**config.mk**
```make
export PLATFORM = sky130hd
export DESIGN_NAME = if_prefetch_flat
export DESIGN_NICKNAME = d
export VERILOG_FILES = /design/src/rtl/if_pkg.sv /design/src/rtl/if_prefetch_if.sv /design/src/rtl/if_fifo.sv /design/src/rtl/if_prefetch.sv /design/src/flat_wrapper.sv
export SDC_FILE = /design/constraint.sdc
export NUM_CORES = 1
export LEC_CHECK = 0
export CAP_MARGIN = 20
export CORE_AREA = 2 2 160 162
export CTS_CLUSTER_SIZE = 14
export DETAILED_ROUTE_END_ITERATION = 16
export DIE_AREA = 0 0 162 164
export PLACE_DENSITY = 0.77
export SYNTH_ARGS = -nofsm -noshare
export SYNTH_HDL_FRONTEND = slang
export SYNTH_HIERARCHICAL = 1
export SYNTH_SLANG_ARGS = --single-unit
```
**constraint.sdc**
```tcl
create_clock -name clk -period 3.35 [get_ports clk]
set_clock_uncertainty 0.15 [all_clocks]
set_input_delay 0.335 -clock clk [delete_from_list [all_inputs] [get_ports clk]]
set_output_delay 0.335 -clock clk [all_outputs]
set_load 0.02 [all_outputs]
```
**src/rtl/if_pkg.sv**
```systemverilog
// Shared definitions for the instruction prefetch slice.
//   XLEN_DEF     : default datapath / PC width
//   RESET_PC_DEF : default byte address fetched first after reset
//   if_entry_t   : prefetch buffer entry {npc, ir} at the default width
package if_pkg;

    localparam int XLEN_DEF = 32;
    localparam longint unsigned RESET_PC_DEF = 64'h0;

    typedef struct packed {
        logic [XLEN_DEF-1:0] npc;
        logic [XLEN_DEF-1:0] ir;
    } if_entry_t;

endpackage

```
**src/rtl/if_prefetch_if.sv**
```systemverilog
// Instruction-memory request/response bundle.
//   imem_en    : fetch request (master -> memory)
//   imem_addr  : word address (master -> memory)
//   imem_rdata : instruction word, valid the cycle after imem_en (memory -> master)
interface if_prefetch_if #(
    parameter int XLEN = if_pkg::XLEN_DEF,
    parameter int AW   = 10
);
    logic            imem_en;
    logic [AW-1:0]   imem_addr;
    logic [XLEN-1:0] imem_rdata;

    modport master (output imem_en, output imem_addr, input imem_rdata);
    modport slave  (input imem_en, input imem_addr, output imem_rdata);
endinterface

```
**src/rtl/if_fifo.sv**
```systemverilog
// Synchronous FIFO holding prefetched entries.
//   clk, rst     : clock, synchronous active-high reset
//   flush        : empties the FIFO; wins over push and pop
//   push, wdata  : write one entry at the tail
//   pop          : drop the head entry
//   rdata        : head entry (meaningful when empty=0)
//   count        : number of stored entries
//   full, empty  : occupancy flags
module if_fifo
    import if_pkg::*;
#(
    parameter int  DEPTH   = 4,
    parameter type entry_t = if_entry_t,
    localparam int PW      = (DEPTH > 1) ? $clog2(DEPTH) : 1,
    localparam int CW      = PW + 1
) (
    input  logic          clk,
    input  logic          rst,
    input  logic          flush,
    input  logic          push,
    input  logic          pop,
    input  entry_t        wdata,
    output entry_t        rdata,
    output logic [CW-1:0] count,
    output logic          full,
    output logic          empty
);

    entry_t        mem [DEPTH];
    logic [PW-1:0] wr_ptr;
    logic [PW-1:0] rd_ptr;
    logic          pop_en;
    logic          push_en;

    assign empty   = (count == '0);
    assign full    = (count == CW'(DEPTH));
    assign pop_en  = pop && !empty;
    // A push into a full FIFO is accepted only when the head leaves in the same cycle.
    assign push_en = push && (!full || pop_en);
    assign rdata   = mem[rd_ptr];

    always_ff @(posedge clk) begin
        if (rst || flush) begin
            wr_ptr <= '0;
            rd_ptr <= '0;
            count  <= '0;
        end else begin
            if (push_en) wr_ptr <= wr_ptr + PW'(1);
            if (pop_en)  rd_ptr <= rd_ptr + PW'(1);
            count <= count + CW'(push_en) - CW'(pop_en);
        end
    end

    always_ff @(posedge clk) begin
        if (push_en && !flush && !rst) mem[wr_ptr] <= wdata;
    end

endmodule

```
**src/rtl/if_prefetch.sv**
```systemverilog
// Instruction prefetch unit: keeps a synchronous instruction memory busy and
// buffers fetched words so one instruction per cycle can be presented downstream.
//   clk, rst : clock, synchronous active-high reset
//   cond     : redirect request, condNPC replaces the fetch stream
//   condNPC  : redirect target byte address
//   stall    : downstream hold of the presented instruction
//   imem     : instruction-memory request/response (master side)
//   valid    : NPC/IRo hold a live instruction
//   NPC      : fetch address of the presented instruction plus 4
//   IRo      : presented instruction word
module if_prefetch
    import if_pkg::*;
#(
    parameter int              XLEN     = XLEN_DEF,
    parameter int              AW       = 10,
    parameter int              DEPTH    = 4,
    parameter logic [XLEN-1:0] RESET_PC = XLEN'(RESET_PC_DEF)
) (
    input  logic             clk,
    input  logic             rst,
    input  logic             cond,
    input  logic [XLEN-1:0]  condNPC,
    input  logic             stall,
    if_prefetch_if.master    imem,
    output logic             valid,
    output logic [XLEN-1:0]  NPC,
    output logic [XLEN-1:0]  IRo
);

    localparam int CW = $clog2(DEPTH) + 1;

    typedef struct packed {
        logic [XLEN-1:0] npc;
        logic [XLEN-1:0] ir;
    } entry_t;

    logic [XLEN-1:0] pc;
    logic [XLEN-1:0] fetch_pc;
    logic            inflight;
    logic            issue;
    logic            push;
    logic            pop;
    logic            flush;
    logic [CW-1:0]   count;
    logic            full;
    logic            empty;
    entry_t          wdata;
    entry_t          head;

    // Reserve a buffer slot for every outstanding fetch so a response is never dropped.
    assign issue = !rst && !cond && !full && ((int'(count) + int'(inflight)) < DEPTH);
    // A redirect discards the response that arrives in the redirect cycle.
    assign push  = inflight && !cond && !rst;
    assign flush = cond;
    assign pop   = !stall;

    assign wdata.npc = fetch_pc + XLEN'(4);
    assign wdata.ir  = imem.imem_rdata;

    assign imem.imem_en   = issue;
    assign imem.imem_addr = pc[AW+1:2];

    always_ff @(posedge clk) begin
        if (rst) begin
            pc       <= RESET_PC;
            fetch_pc <= RESET_PC;
            inflight <= 1'b0;
        end else if (cond) begin
            pc       <= condNPC;
            inflight <= 1'b0;
        end else begin
            if (issue) begin
                pc       <= pc + XLEN'(4);
                fetch_pc <= pc;
            end
            // At most one fetch outstanding: a response clears the flag, a new issue sets it.
            inflight <= issue;
        end
    end

    if_fifo #(
        .DEPTH   (DEPTH),
        .entry_t (entry_t)
    ) u_fifo (
        .clk   (clk),
        .rst   (rst),
        .flush (flush),
        .push  (push),
        .pop   (pop),
        .wdata (wdata),
        .rdata (head),
        .count (count),
        .full  (full),
        .empty (empty)
    );

    assign valid = !empty;
    assign NPC   = empty ? '0 : head.npc;
    assign IRo   = empty ? '0 : head.ir;

endmodule
```
**src/flat_wrapper.sv**
```systemverilog
// flat-port wrapper written by rule: the top's interface ports become plain ports
module if_prefetch_flat import if_pkg::*;
#(
    parameter int              XLEN     = XLEN_DEF,
    parameter int              AW       = 10,
    parameter int              DEPTH    = 4,
    parameter logic [XLEN-1:0] RESET_PC = XLEN'(RESET_PC_DEF)
)
  (clk, rst, cond, condNPC, stall, valid, NPC, IRo, imem_imem_en, imem_imem_addr, imem_imem_rdata);
  if_prefetch_if #(.XLEN(XLEN), .AW(AW)) imem_i ();
  input  logic clk;
  input  logic rst;
  input  logic cond;
  input  logic [XLEN-1:0] condNPC;
  input  logic stall;
  output logic valid;
  output logic [XLEN-1:0] NPC;
  output logic [XLEN-1:0] IRo;
  output wire logic [$bits(imem_i.imem_en)-1:0] imem_imem_en;
  output wire logic [$bits(imem_i.imem_addr)-1:0] imem_imem_addr;
  input wire logic [$bits(imem_i.imem_rdata)-1:0] imem_imem_rdata;
  assign imem_imem_en = imem_i.imem_en;
  assign imem_imem_addr = imem_i.imem_addr;
  assign imem_i.imem_rdata = imem_imem_rdata;
  if_prefetch #(.XLEN(XLEN), .AW(AW), .DEPTH(DEPTH), .RESET_PC(RESET_PC)) u_core (.clk(clk), .rst(rst), .cond(cond), .condNPC(condNPC), .stall(stall), .imem(imem_i), .valid(valid), .NPC(NPC), .IRo(IRo));
endmodule
```
Word-level counts from Yosys, hierarchy flattened:

Memories as Yosys holds them, arrays and structs flattened. A register that Yosys moved wholly into a read port is not among the register bits.
Index checks and enable logic that the tools add are counted.

* bits in registers: 72
* memory bits (writable): 256
* input bits: 68
* output and inout port bits: 76
* logic and storage cells: 45
* memories: 1

* add/subtract/negate cells: 7
* order comparisons: 1
* equal/unequal tests: 1
* mux-type cells: 8
* bitwise operators: 1
* reduce and logical (&&, ||, !) cells: 20

Memories
* u_core.u_fifo.mem: words 4, width 64, rd ports 1, clocked after Yosys merged registers in 1, write ports 1, line if_fifo.sv:29 `entry_t mem [DEPTH];`

Operators by type and width (count)
* two-way mux 32 bit: 4
* adder 32 x 3 -> 32 bit, second input constant: 2
* less-than comparator 32 x 4 -> 1 bit, second input constant: 1
* logical AND 1 bit: 9
* zero test 1 bit: 5
* adder 2 x 1 -> 2 bit, second input constant: 2
* adder 3 x 1 -> 4 bit: 1
* two-way mux 2 bit: 2
* adder 3 x 1 -> 3 bit: 1
* equality test 3 bit, second input constant: 1
* zero test 3 bit: 1
* subtractor 3 x 1 -> 3 bit: 1
* logical OR 1 bit: 2
* two-way mux 1 bit: 2
* AND reduction 2 bit: 1
* nonzero test 2 bit: 1
* OR reduction 2 bit: 1
* inverter 1 bit: 1

Longest topological paths before layout:

* depth in word-level cells: 9
* depth in mapped cells: 9

By module:

Netlist, hierarchy kept.

Modules (own cells, without submodules)
* if_fifo: times used 1, cells each 381, area each 9785.6 sq um
* if_prefetch: times used 1, cells each 574, area each 4142.7 sq um

Worst setup path after synthesis:

OpenSTA, ideal clock, no wires.

* kind: input to register
* from: in cond
* to: mem u_core/u_fifo/mem[0][0] (netlist name) (enable)
* library setup time: 0.429 ns
* data arrival time: 2.531 ns
* slack: 0.239 ns
* stages: 4
* path buffers: 0
* path through: nor2_1 and2_1 a21boi_2 and3_1

* cells in the longest elaborated chain, start to end: 8

Ends and longest elaborated chain
* start, declared: line flat_wrapper.sv:13 `input logic cond;`
* zero test 1 bit: line if_prefetch.sv:53 `assign push = inflight && !cond && !rst;`
* logical AND 1 bit (2 in series): line if_prefetch.sv:53
* via u_core.push: line if_prefetch.sv:41 `logic push;`
* logical AND 1 bit: line if_fifo.sv:39 `assign push_en = push && (!full || pop_en);`
* logical AND 1 bit (2 in series): line if_fifo.sv:55 `if (push_en && !flush && !rst) mem[wr_ptr] <= wdata;`
* two-way mux 1 bit: line if_fifo.sv:55
* two-way mux 1 bit (not written as such): line if_fifo.sv:55
* end, declared: line if_fifo.sv:29

The timed path passes the listed nets, and every way through them passes these cells.

==> results.md <==
- First DRT Iteration DRCs: around 660
- Clock latency on the worst-skew pair: roughly 560 ps
- Number of distinct library cells after synthesis: 55
- Post CTS Setup Buffer Count: 0
- Total routing usage reported by global routing: around a fifth
- Type of the setup path with the least slack: reg -> out
- Post-synth net total: 1031
- Die area: between 20000 and 30000 um2
- Antenna-violating nets left: 0
- Sequential cell area fraction in the yosys report: between 60% and 70%
- Top-level port count: approximately 140
- Worst Hold Margin: 146 ps
- Worst reg2reg endpoint: u_core/pc[23]$_SDFFE_PP0P_
- Main combinational cell family by area after synthesis: simple AND/OR/NAND/NOR gates
- Effective utilization at floorplan: approximately 56%
- Number of synthesis warnings: 6
- Outcome: finished, final reports clean
- Number of synthesized flops with an enable pin: roughly 260
- Antenna violations before repair: 0
- Power dissipated by switching net loads: 0.00172 W
- Fraction of final layout cells with drive strength greater than 1: between 10% and 20%
- Tcrit/Tclk final: between 90 and 100%
- Post-CTS Resized: 0
- Max_cap viols: 0
- Count of pins over their slew limit: 0
- Post-synthesis to final-layout area growth: 19.7%
- Critical path endpoint category: output port
- CTS tree: done
- Dominant cell type by area after synthesis: sky130_fd_sc_hd__edfxtp_1
- Setup repair after global routing missed its margin: no
- Number of filler cells placed in the layout: around 1700
- P_int: approximately 0.0067 W
- Net Sw Frac: around a fifth
- Final Critical Period: 3140 ps
- Detailed-route wire length per cell: 19.4 um
- Core region area: around 25000 um2
- Total number of vias: about 8600
- Synth top area share: 55.2%
- Area used by sequential logic in the layout: between 9000 and 10000 um2
- DPL Wire Length: around 17000 um
- Hold Violations, Final: 0
- Number of nets in the finished design: roughly 1200
- Clock-pin slew of the registers on the worst-case setup and hold paths: about 60 ps
- Total of buffers placed on input and output ports: ~140
- Comb pwr share: under 10%
- Diode insertion count for antenna repair: 0
- Proportion of register bits with asynchronous set or reset after synthesis: 0%
- Placement row count: just under 60
- Relative max-transition margin: 46.0%
- Multi-input combinational cell area: roughly 4300 um2
- Post-synthesis adder-cell area fraction: 0.773%
- Final Setup Violations: 0
- Hold worst-path end: u_core/pc[1]$_SDFFE_PP0P_
- Synth area leaders: sky130_fd_sc_hd__edfxtp_1, sky130_fd_sc_hd__dfxtp_1, sky130_fd_sc_hd__mux4_2, sky130_fd_sc_hd__nor2b_1, sky130_fd_sc_hd__nand2_1
- Flop and latch count out of synthesis: between 300 and 400
- Clock Power Share: a little over 40%
- Clock H-tree levels: 1
- Critical Path RT: 2860 ps
- Summed negative setup slack over all endpoints: 0 ps
- Xor/xnor cell area share of the yosys netlist: under 10%
- Hold Crit Depth: 3
- Root buffer cell: sky130_fd_sc_hd__clkbuf_16
- Peak ir drop on the vdd network: between 0.0004 and 0.0005 V
- Worst reg2reg path depth: 5
- Compound-gate portion of the synthesized area: approximately 4.3%
- DRC violation count after routing: 0
- Number of sinks handled by clock tree synthesis: 330
- Hold_sp: rst
- Transition time of the tightest slew-check pin: 803 ps
- Post-Synthesis Cell Area: ~14000 um2
- Chip width: 162 um
- Critical path peak fanout: 40
- Final GP Congestion: about 0.88
- Hold buffer count at cts: 0
- First-pass GRT wire length: approximately 45000 um
- Cell leakage power: about 5.2 nW
- Type of the worst min-delay path: in -> reg
- Data arrival time at the worst-slack endpoint: around 2700 ps
- Number of buffers created by CTS: 31
- Pwr dens: slightly above 500 nW/um2
- Mapped Cells: between 900 and 1000
- Simple logic cell fraction of the synthesized area: between 10% and 20%
- Maximum number of pins on one net before global-route repair: 66
- Reg-to-reg critical path startpoint: u_core/u_fifo/count[1]$_SDFF_PP0_
- Post-Synthesis Mean Instance Area: 14.6 um2
- Congestion Overflow GR: 0
- Post-detailed-routing wire length: between 20000 and 30000 um
- Die height: 164 um
- Share of cell area taken by muxes after synthesis: between 10% and 20%
- Number of iterations in the first detailed-routing pass: 5
- Buffer depth of the longest clock path: 3
- Top_reg_cell synth: sky130_fd_sc_hd__edfxtp_1
- Vias in the first global route: about 8300
- Final non-filler cell area: 16700 um2
- Achievable frequency: between 0.3 and 0.4 GHz
- Critical Path Source Type: flop
- Placed standard-cell area: between 15000 and 20000 um2
- Sequential cell fraction of total power: 53.7%
- Detail-routed via count per cell: 5.92
- Setup slack of the worst register-to-register path: around 600 ps
layer usage:
metal  GRT usage [%]  vias up  share of wire [%]
met5               0        -                  0
met4            5.03        0                1.9
met3            3.41       42                7.6
met2            35.6      376                 48
met1            29.7     4221                 43
li1                -     3925                  -
through the flow:
stage | util (%) | std cells | setup WS [ps] | power [W]
floorplan | - | 955 | 239 | 0.00483
global placement | 63.2 | 1389 | 612 | 0.00505
finish | 67.2 | 1446 | 211 | 0.00840
detailed placement | 63.2 | 1389 | 575 | 0.00506
CTS | 67.2 | 1446 | 139 | 0.00847
global route | 67.2 | 1446 | 77.5 | 0.00866
cell families (layout without fill, tap and decap cells):
group	count (synthesis)	after routing
DFF	330	330
xor gates and xnor gates	38	38
adders and majority gates	8	8
buffers and inverters	81	242
and+or+nand+nor	339	339
muxes	68	68
AOI/OAI and AO/OA	91	91
registers in the layout (all words and copies together), names as in the netlist, named ones only:
register              flops
u_core/u_fifo/mem       256
u_core/inflight           1
u_core/pc                32
u_core/u_fifo/wr_ptr      2
u_core/u_fifo/rd_ptr      2
u_core/fetch_pc          32
u_core/u_fifo/count       3
synthesized netlist by cell type (12+ instances only):
cell type                  instances
sky130_fd_sc_hd__dfxtp_1          74
sky130_fd_sc_hd__nor4_1           12
sky130_fd_sc_hd__clkbuf_1         31
sky130_fd_sc_hd__edfxtp_1        256
sky130_fd_sc_hd__nand2_1         106
sky130_fd_sc_hd__nor2b_1          65
sky130_fd_sc_hd__nor3_1           14
sky130_fd_sc_hd__a311oi_1         13
sky130_fd_sc_hd__mux4_2           60
sky130_fd_sc_hd__nand3_1          32
sky130_fd_sc_hd__nor2_1           35
sky130_fd_sc_hd__a21oi_1          38
sky130_fd_sc_hd__inv_1            17
sky130_fd_sc_hd__nand4_1          26
sky130_fd_sc_hd__xnor2_1          28
final cells by class:
type	count	share of cell area, %
well taps	330	2.48
multi-input cells	544	25.9
inverters	17	0.383
clock inverters	10	0.743
repair buffers	168	10.3
flip-flops and latches	330	55.0
clock buffers	47	5.24
worst max path at each step:
stage                     start                                end
after floorplan            cond  u_core/u_fifo/mem[0][0]$_DFFE_PP_
after global placement     cond  u_core/u_fifo/count[2]$_SDFF_PP0_
after detailed placement   cond  u_core/u_fifo/count[2]$_SDFF_PP0_
after CTS                  flop                            NPC[12]
after global routing       flop                            NPC[12]
final                      flop                            NPC[12]
power groups by stage:
stage / combinational [W] / sequential (W) / clock, W
floorplan: 0.000257 / 0.00457 / 0
global placement: 0.000455 / 0.00460 / 0
detailed placement: 0.000464 / 0.00460 / 0
CTS: 0.000467 / 0.00451 / 0.00349
global route: 0.000504 / 0.00452 / 0.00363
finish: 0.000466 / 0.00451 / 0.00342
cell usage in the layout (no fill, tap or decap), types with 9 or more instances in the layout:
cell / count
sky130_fd_sc_hd__clkdlybuf4s50_1: 142
sky130_fd_sc_hd__nor2_1: 35
sky130_fd_sc_hd__nor3_1: 13
sky130_fd_sc_hd__or4_1: 11
sky130_fd_sc_hd__a311oi_1: 13
sky130_fd_sc_hd__nand2_1: 106
sky130_fd_sc_hd__inv_1: 17
sky130_fd_sc_hd__clkbuf_16: 32
sky130_fd_sc_hd__xnor2_1: 28
sky130_fd_sc_hd__nor4_1: 12
sky130_fd_sc_hd__a21oi_1: 38
sky130_fd_sc_hd__nand3_1: 32
sky130_fd_sc_hd__edfxtp_1: 256
sky130_fd_sc_hd__mux4_2: 60
sky130_fd_sc_hd__nor2b_1: 65
sky130_fd_sc_hd__buf_4: 17
sky130_fd_sc_hd__clkbuf_1: 9
sky130_fd_sc_hd__xor2_1: 10
sky130_fd_sc_hd__nand4_1: 26
sky130_fd_sc_hd__dfxtp_1: 72
worst max-delay path: stages, from the launching register on:
cell	delay (ps)
sky130_fd_sc_hd__dfxtp_4	460
sky130_fd_sc_hd__buf_12	340
sky130_fd_sc_hd__mux4_2	580
sky130_fd_sc_hd__nor2b_1	170
sky130_fd_sc_hd__clkdlybuf4s50_1	550
Power figures use the tool's default switching activity.
